<file path="src/rtl/ble_usb_framer.sv">
// ble_usb_framer
// Deserialises one BLE packet from the sniffer front-end, buffers its bytes
// and then emits a single USB frame: RSSI, channel, {trunc, length}, payload.
// Backpressure comes from ready_i; bad or overlapping packets pulse drop_o.
module ble_usb_framer #(
    parameter int unsigned DATA_O_SIZE        = 8,
    parameter int unsigned CHANNEL_FIELD_SIZE = 7,
    parameter int unsigned RSSI_FIELD_SIZE    = 8,
    parameter int unsigned MAX_BYTES          = 64,
    parameter int unsigned CHANNEL_MAX        = 39,
    parameter bit          LSB_FIRST          = 1'b1
) (
    input  logic                          clk_i,
    input  logic                          rst_i,
    input  logic                          serial_i,
    input  logic                          valid_i,
    input  logic [CHANNEL_FIELD_SIZE-1:0] channel_i,
    input  logic [RSSI_FIELD_SIZE-1:0]    rssi_i,
    input  logic                          ready_i,
    output logic [DATA_O_SIZE-1:0]        data_o,
    output logic                          valid_o,
    output logic                          frame_o,
    output logic                          busy_o,
    output logic                          drop_o
);

    localparam int unsigned BIDX_W = (MAX_BYTES > 1) ? $clog2(MAX_BYTES) : 1;
    localparam logic [6:0]  MAX_CNT = 7'(MAX_BYTES);
    localparam logic [CHANNEL_FIELD_SIZE-1:0] CH_MAX = CHANNEL_FIELD_SIZE'(CHANNEL_MAX);

    typedef enum logic [1:0] {
        S_IDLE,
        S_RX,
        S_FLUSH,
        S_EMIT
    } state_t;

    state_t                        state_q;
    state_t                        state_d;

    logic [7:0]                    sr_q;
    logic [2:0]                    bit_cnt_q;
    logic [6:0]                    count_q;
    logic                          trunc_q;
    logic [RSSI_FIELD_SIZE-1:0]    rssi_q;
    logic [CHANNEL_FIELD_SIZE-1:0] ch_q;
    logic [7:0]                    len_q;
    logic [7:0]                    beat_q;
    logic                          ignore_q;
    logic                          drop_q;
    logic [7:0]                    buffer_q [MAX_BYTES];

    logic [7:0]                    sr_next;
    logic [7:0]                    first_bits;
    logic                          full;
    logic                          pkt_bad;
    logic                          new_burst;
    logic                          last_beat;
    logic [BIDX_W-1:0]             rd_idx;
    logic [BIDX_W-1:0]             wr_idx;

    // Shift-register update and per-cycle qualifiers shared by FSM and datapath
    always_comb begin
        sr_next    = LSB_FIRST ? {serial_i, sr_q[7:1]} : {sr_q[6:0], serial_i};
        first_bits = LSB_FIRST ? {serial_i, 7'b0} : {7'b0, serial_i};
        full       = (count_q == MAX_CNT);
        pkt_bad    = (count_q == 7'd0) || (ch_q > CH_MAX);
        // ignore_q masks the remainder of a burst that began while framing
        new_burst  = valid_i && !ignore_q;
        last_beat  = (beat_q == ({1'b0, count_q} + 8'd2));
        rd_idx     = BIDX_W'(beat_q - 8'd3);
        wr_idx     = BIDX_W'(count_q);
    end

    // State register
    always_ff @(posedge clk_i or negedge rst_i) begin
        if (!rst_i) begin
            state_q <= S_IDLE;
        end else begin
            state_q <= state_d;
        end
    end

    // Next-state logic
    always_comb begin
        state_d = state_q;
        unique case (state_q)
            S_IDLE: begin
                if (new_burst) begin
                    state_d = S_RX;
                end
            end
            S_RX: begin
                if (!valid_i) begin
                    state_d = pkt_bad ? S_IDLE : S_FLUSH;
                end
            end
            S_FLUSH: begin
                state_d = S_EMIT;
            end
            S_EMIT: begin
                if (ready_i && last_beat) begin
                    state_d = S_IDLE;
                end
            end
            default: begin
                state_d = S_IDLE;
            end
        endcase
    end

    // Packet capture, buffer writes, header latch, beat counter and drop pulse
    always_ff @(posedge clk_i or negedge rst_i) begin
        if (!rst_i) begin
            sr_q      <= '0;
            bit_cnt_q <= '0;
            count_q   <= '0;
            trunc_q   <= 1'b0;
            rssi_q    <= '0;
            ch_q      <= '0;
            len_q     <= '0;
            beat_q    <= '0;
            ignore_q  <= 1'b0;
            drop_q    <= 1'b0;
            for (int unsigned i = 0; i < MAX_BYTES; i++) begin
                buffer_q[i] <= '0;
            end
        end else begin
            drop_q <= 1'b0;
            if (!valid_i) begin
                ignore_q <= 1'b0;
            end
            unique case (state_q)
                S_IDLE: begin
                    if (new_burst) begin
                        rssi_q    <= rssi_i;
                        ch_q      <= channel_i;
                        sr_q      <= first_bits;
                        bit_cnt_q <= 3'd1;
                        count_q   <= '0;
                        trunc_q   <= 1'b0;
                    end
                end
                S_RX: begin
                    if (valid_i) begin
                        if (full) begin
                            trunc_q <= 1'b1;
                        end else begin
                            sr_q      <= sr_next;
                            bit_cnt_q <= bit_cnt_q + 3'd1;
                            if (bit_cnt_q == 3'd7) begin
                                buffer_q[wr_idx] <= sr_next;
                                count_q          <= count_q + 7'd1;
                            end
                        end
                    end else if (pkt_bad) begin
                        drop_q <= 1'b1;
                    end
                end
                S_FLUSH: begin
                    len_q  <= {trunc_q, count_q};
                    beat_q <= '0;
                    if (new_burst) begin
                        drop_q   <= 1'b1;
                        ignore_q <= 1'b1;
                    end
                end
                S_EMIT: begin
                    if (ready_i) begin
                        beat_q <= beat_q + 8'd1;
                    end
                    if (new_burst) begin
                        drop_q   <= 1'b1;
                        ignore_q <= 1'b1;
                    end
                end
                default: begin
                end
            endcase
        end
    end

    // Output decode: beat index selects header field or buffered payload byte
    always_comb begin
        data_o  = '0;
        valid_o = 1'b0;
        frame_o = 1'b0;
        busy_o  = (state_q != S_IDLE);
        drop_o  = drop_q;
        if (state_q == S_EMIT) begin
            valid_o = 1'b1;
            frame_o = 1'b1;
            if (beat_q == 8'd0) begin
                data_o[RSSI_FIELD_SIZE-1:0] = rssi_q;
            end else if (beat_q == 8'd1) begin
                data_o[CHANNEL_FIELD_SIZE-1:0] = ch_q;
            end else if (beat_q == 8'd2) begin
                data_o[7:0] = len_q;
            end else begin
                data_o[7:0] = buffer_q[rd_idx];
            end
        end
    end

endmodule

</file>
<file path="config.mk">
export PLATFORM = sky130hd
export DESIGN_NAME = ble_usb_framer
export DESIGN_NICKNAME = d
export VERILOG_FILES = /design/src/rtl/ble_usb_framer.sv
export SDC_FILE = /design/constraint.sdc
export NUM_CORES = 1
export LEC_CHECK = 0
export ABC_AREA = 1
export CAP_MARGIN = 20
export CORE_UTILIZATION = 50
export CTS_CLUSTER_DIAMETER = 200
export DETAILED_ROUTE_END_ITERATION = 16
export GPL_TIMING_DRIVEN = 0
export PLACE_DENSITY = 0.75
export SLEW_MARGIN = 20
export SYNTH_ARGS = -nofsm -noshare
export SYNTH_HDL_FRONTEND = slang
export SYNTH_SLANG_ARGS = --single-unit
</file>
<file path="constraint.sdc">
create_clock -name clk_i -period 5 [get_ports clk_i]
set_input_delay 0.5 -clock clk_i [delete_from_list [all_inputs] [get_ports clk_i]]
set_output_delay 0.5 -clock clk_i [all_outputs]
set_load 0.005 [all_outputs]
</file>
---- Word-level counts from Yosys, hierarchy flattened ----
Cells that the tools add are included.
storage, ports and cells
  flip-flop bits (word level) ............. 566
  bits of input ports ..................... 20
  output and inout port bits .............. 12
  logic and storage cells ................. 165
cells by class
  add/subtract/negate cells ............... 5
  magnitude comparators ................... 4
  equal/unequal tests ..................... 16
  multiplexer cells ....................... 43
  bitwise logic cells ..................... 3
  reduce and logical (&&, ||, !) cells .... 19
operators by type and width
  operator             number
  $bwmux 512           1
  $mux 8               10
  $bmux 8 s6           1
  $demux 8 s6          1
  $mux 7               5
  $pmux 8 s2           2
  $ne 2x2->1 const B   8
  $ge 7x7->1 const B   2
  $not 6->7            2
  $pmux 7 s2           1
  $reduce_and 4->1     3
  $mux 1               11
  $mux 3               3
  $add 7x2->8 const B  1
  $add 8x1->8 const B  1
  $eq 8x1->1 const B   1
  $eq 8x2->1 const B   1
  $eq 8x8->1           1
  $logic_not 8->1      1
  $mux 2               4
  $pmux 2 s4           1
  $add 7x1->7 const B  1
  $eq 7x7->1 const B   1
  $gt 7x6->1 const B   1
  19 further kinds     26

---- Logic depth before layout (Yosys ltp) ----
  word-level depth ........................ 9
  gate-level depth with buffers ........... 17
  depth with buffers taken out ............ 13

---- Worst setup path after synthesis ----
No wires, ideal clock.
  path kind ............................... reg-to-output
  start ................................... register beat_q[0]
  end ..................................... output port data_o[4]
  arrival ................................. 2.807 ns
  required time ........................... 4.500 ns
  slack ................................... 1.693 ns
  cell stages (with the launch flop) ...... 18
  buffers on the path ..................... 5
  cells stage by stage .................... dfrtp_1 clkbuf_1 clkinv_1 clkbuf_1 clkbuf_1 ha_1 inv_1 clkbuf_1 clkbuf_1 nand3_1 nand3_1 nand3_1 nand3_1 nand3_1 nand3_1 nand2_1 nand2_1 a21oi_1
on the way
  word-level cells in the longest chain between the ends .. 9
ends and longest elaborated chain
  item                                       line  text
  start, declared                            48    logic [7:0] beat_q;
  start signal, assigned                     170   beat_q <= beat_q + 8'd1;
  $sub 6x2->6                                71    rd_idx = BIDX_W'(beat_q - 8'd3);
  $not 6->7 (not written as such)            200   data_o[7:0] = buffer_q[rd_idx];
  $bmux 8 s6                                 200
  $mux 8 (not written as such) (2 in a row)  200
  $mux 8                                     197   end else if (beat_q == 8'd2) begin
  $mux 7                                     195   end else if (beat_q == 8'd1) begin
  $mux 8 (*)                                 193   if (beat_q == 8'd0) begin
  $mux 8 (*)                                 190   if (state_q == S_EMIT) begin
  end, declared                              20    output logic [DATA_O_SIZE-1:0] data_o,
Every way passes the cells marked *; elsewhere a longest branch is shown, timed or not. The select of a mux whose other input is x is not followed.

---- Worst setup path in the final report ----
  start ................................... register beat_q[0]
  end ..................................... output port data_o[7]
on the way
  word-level cells in the longest chain between the ends .. 9
ends and longest elaborated chain
  item                                       line
  $sub 6x2->6                                71
  $not 6->7 (not written as such)            200
  $bmux 8 s6                                 200
  $mux 8 (not written as such) (2 in a row)  200
  $mux 8                                     197
  $mux 1                                     195
  $mux 8 (*)                                 193
  $mux 8 (*)                                 190
Marks and branches as above.

==> impl_results.md <==
- RePlAce Congestion: 1.05
- Syn-to-layout area delta: 14.7%
- Fin cells: 4069
- Worst-path fanout max: 10
- Hold WC Path Type: in -> async
- CP arrival: 4470 ps
- Synth Net Count: 3266
- Final setup viols: 0
- Die W: 230 um
- Worst Skew: 30.7 ps
- Yosys reg bits: 565
- Main synth FF type: dfrtp_1
- Largest net degree at the start of global routing: 100
- CTS tree: done
- Total Routing Usage GR: 0.399
- Gate Count Post-Synth: 3234
- Met1 WL: 39.1 mm
- Clk_lat worst skew: 670 ps
- Synth Area in Simple Gates: 0.284
- Clock slew at reported path FFs: 60 ps
- Fmax: 201 MHz
- Synthesized area: 26100 um^2
- # DRC: 0
- EDFF count, synth: 0
- Post-synthesis mux area share: 0
- Post-layout instance area: 29900 um^2
- Crit Path Category: reg -> out
- Seq/Total Area, Yosys: 0.543
- Met3 WL: 15.1 mm
- Power Dens Cells: 643 nW/um^2
- H-tree lvl count: 2
- CTS sink cnt: 565
- Avg Cell Area, Syn: 8.06 um^2
- Final min period: 4970 ps
- RSZ-0062 raised after global routing: yes
- Routed Antenna Nets: 0
- Synth area leaders: dfrtp_1, nand2_1, nand3_1
- Post-synthesis adder-cell area fraction: 0.00576
- FP Rows: 83
- Tcrit/Tclk final: 0.995
- Yosys warning total: 0
- Die area: 53000 um^2
- Initial antenna violation count: 5
- First-pass GRT wire length: 154 mm
- Post-synthesis compound-gate area fraction: 0.120
- Crit end category: output port
- Max Slew Vio Count: 0
- Largest family of logic cells by synthesized area: simple AND/OR/NAND/NOR gates
- Static leakage: 13.1 nW
- GRT overflow: 0
- Total power: 0.0192 W
- Initial DRC Count: 3954
- Post-Synth XOR/XNOR Area: 0.00269
- Number of distinct library cells after synthesis: 36
- Total clock buffers created by CTS: 58
- Die Span Y: 230 um
- Nets: 3371
- Vias per cell: 6.16
- CTS max path bufs: 3
- Via count: 25000
- Post-synth ARST share: 1.00
- Slew headroom: 0.145
- CORE AREA: 51400 um^2
- Fin. Hold Viols: 0
- Critical Path RT: 4500 ps
- Outcome: finished clean
- Fin util: 0.581
- Root Driver: clkbuf_16
- Pre-antenna DRT Iters: 7
- Worst slew pin tran: 1280 ps
- Fillers: 4725
- WL final: 105 mm
- Crit start category: flop
- Max layer used: met5
- I/O Pins: 32
- HPWL after detailed placement: 71.5 mm
- Drt wl/cell: 25.7 um
- Placed cell count: 3957
- Port Buffers: 31
- Vias in the first global route: 23400
- Post-Place Cell Area: 27500 um^2
- Number of max-cap violations: 0
- TNS Setup: 0 ps
- DR WL met2: 42.5 mm
- Biggest area consumer among synthesized cells: dfrtp_1
- Initial core utilization: 0.507
- Top-area cell type share of the netlist area: 0.543
- Peak supply drop: 0.000506 V
- Share of cells above drive strength 1: 0.0753
state kept, by name, indices dropped and copies added (netlist names), named ones only:
signal / count
beat_q: 8
bit_cnt_q: 3
buffer_q: 512
ch_q: 7
count_q: 7
drop_o: 1
ignore_q: 1
len_q: 8
rssi_q: 8
sr_q: 7
state_q: 1
trunc_q: 1
stage by stage:
stage | setup WS [ps] | hold slack [ps]
6_report | 26.4 | 401
5_1_grt | -25.4 | 428
4_1_cts | 14.5 | 404
3_5_place_dp | -1270 | 459
3_3_place_gp | -21780 | 450
2_1_floorplan | 1690 | 204
worst paths after layout:
kind / start / endpoint / slack (ps) / depth (start not counted)
worst max-delay path: beat_q[0] / data_o[7] / 30 / 14
worst min-delay path: rst_i / beat_q[7] / 400 / 2
worst max register to register: count_q[0] / buffer_q[357] / 1070 / 13
worst min register to register: rssi_q[5] / rssi_q[5] / 470 / 2
max in group asynchronous: rst_i / buffer_q[48] / 2850 / 5
min in group clk_i: rssi_i[7] / rssi_q[7] / 400 / 3
layout make-up:
cell class / count / area [um^2] / share of cell area
plain buffers: 239 / 1230 / 0.0413
repair buffers: 45 / 569 / 0.0191
inverters: 58 / 221 / 0.00741
flip-flops and latches: 565 / 14100 / 0.473
well taps: 680 / 851 / 0.0285
diodes: 2 / 5.00 / 0.000167
clock buffers: 86 / 1720 / 0.0574
clock inverters: 22 / 234 / 0.00783
multi-input cells: 2372 / 10900 / 0.365
placed cells by master, fill, tap and decap left out, drive strengths merged, types with 2 or more instances in the layout:
cell	count
clkinv	16
nand2	1195
nor3	16
buf	38
nor2	30
clkinvlp	3
o22ai	10
xor2	4
clkdlybuf4s50	30
nand3	513
a21oi	25
dfrtp	565
bufinv	4
inv	57
clkdlybuf4s15	6
nor4	3
diode	2
xnor2	4
clkbuf	295
o21ai	551
ha	12
power by group:
part           total (W)  switching (W)  internal, W
Combinational    0.00965        0.00722      0.00243
Sequential       0.00503       0.000191      0.00484
Clock            0.00452        0.00195      0.00258
cell usage after synthesis (4+ instances only):
| cell | instances |
|---|---|
| dfrtp_1 | 565 |
| ha_1 | 12 |
| o21ai_0 | 486 |
| buf_1 | 13 |
| nor2_1 | 23 |
| xor2_1 | 4 |
| nand3_1 | 512 |
| xnor2_1 | 4 |
| inv_1 | 52 |
| nor3_1 | 14 |
| buf_6 | 8 |
| o21ai_2 | 32 |
| clkbuf_1 | 215 |
| o21ai_1 | 33 |
| nand2_4 | 9 |
| a21oi_1 | 25 |
| o22ai_1 | 10 |
| nand2_1 | 1186 |
| nor2_2 | 7 |
critical path, stage by stage, from the launching register on:
cell	delay, ps
dfrtp_1	390
clkbuf_8	210
buf_1	720
clkbuf_2	670
nand2_1	100
nand3_1	140
nand3_1	150
nand3_1	160
nand3_1	100
nand3_1	140
nand2_1	140
nand2_1	130
nand2_1	100
a21oi_1	140
clkdlybuf4s50_1	520
what timing repair did:
item	4_1_cts	5_1_grt
resized for setup	103	47
buffers inserted	0	1
pin swaps	0	1
endpoints found under the hold margin	69	0
setup endpoints to repair	8	8
hold buffers	1	0
metal layers:
layer / GRT usage / vias up
met1: 0.521 / 11900
met4: 0.260 / 6
met3: 0.152 / 431
li1: - / 10900
met2: 0.551 / 1794
met5: 0 / -
cell families after synthesis:
family | after synthesis
AND/OR/NAND/NOR | 1760
AO/OA/AOI/OAI | 592
flip-flops | 565
buffers and inverters | 297
adder cells (fa/ha/maj) | 12
XOR/XNOR | 8
(Power assumes the default switching activity.)
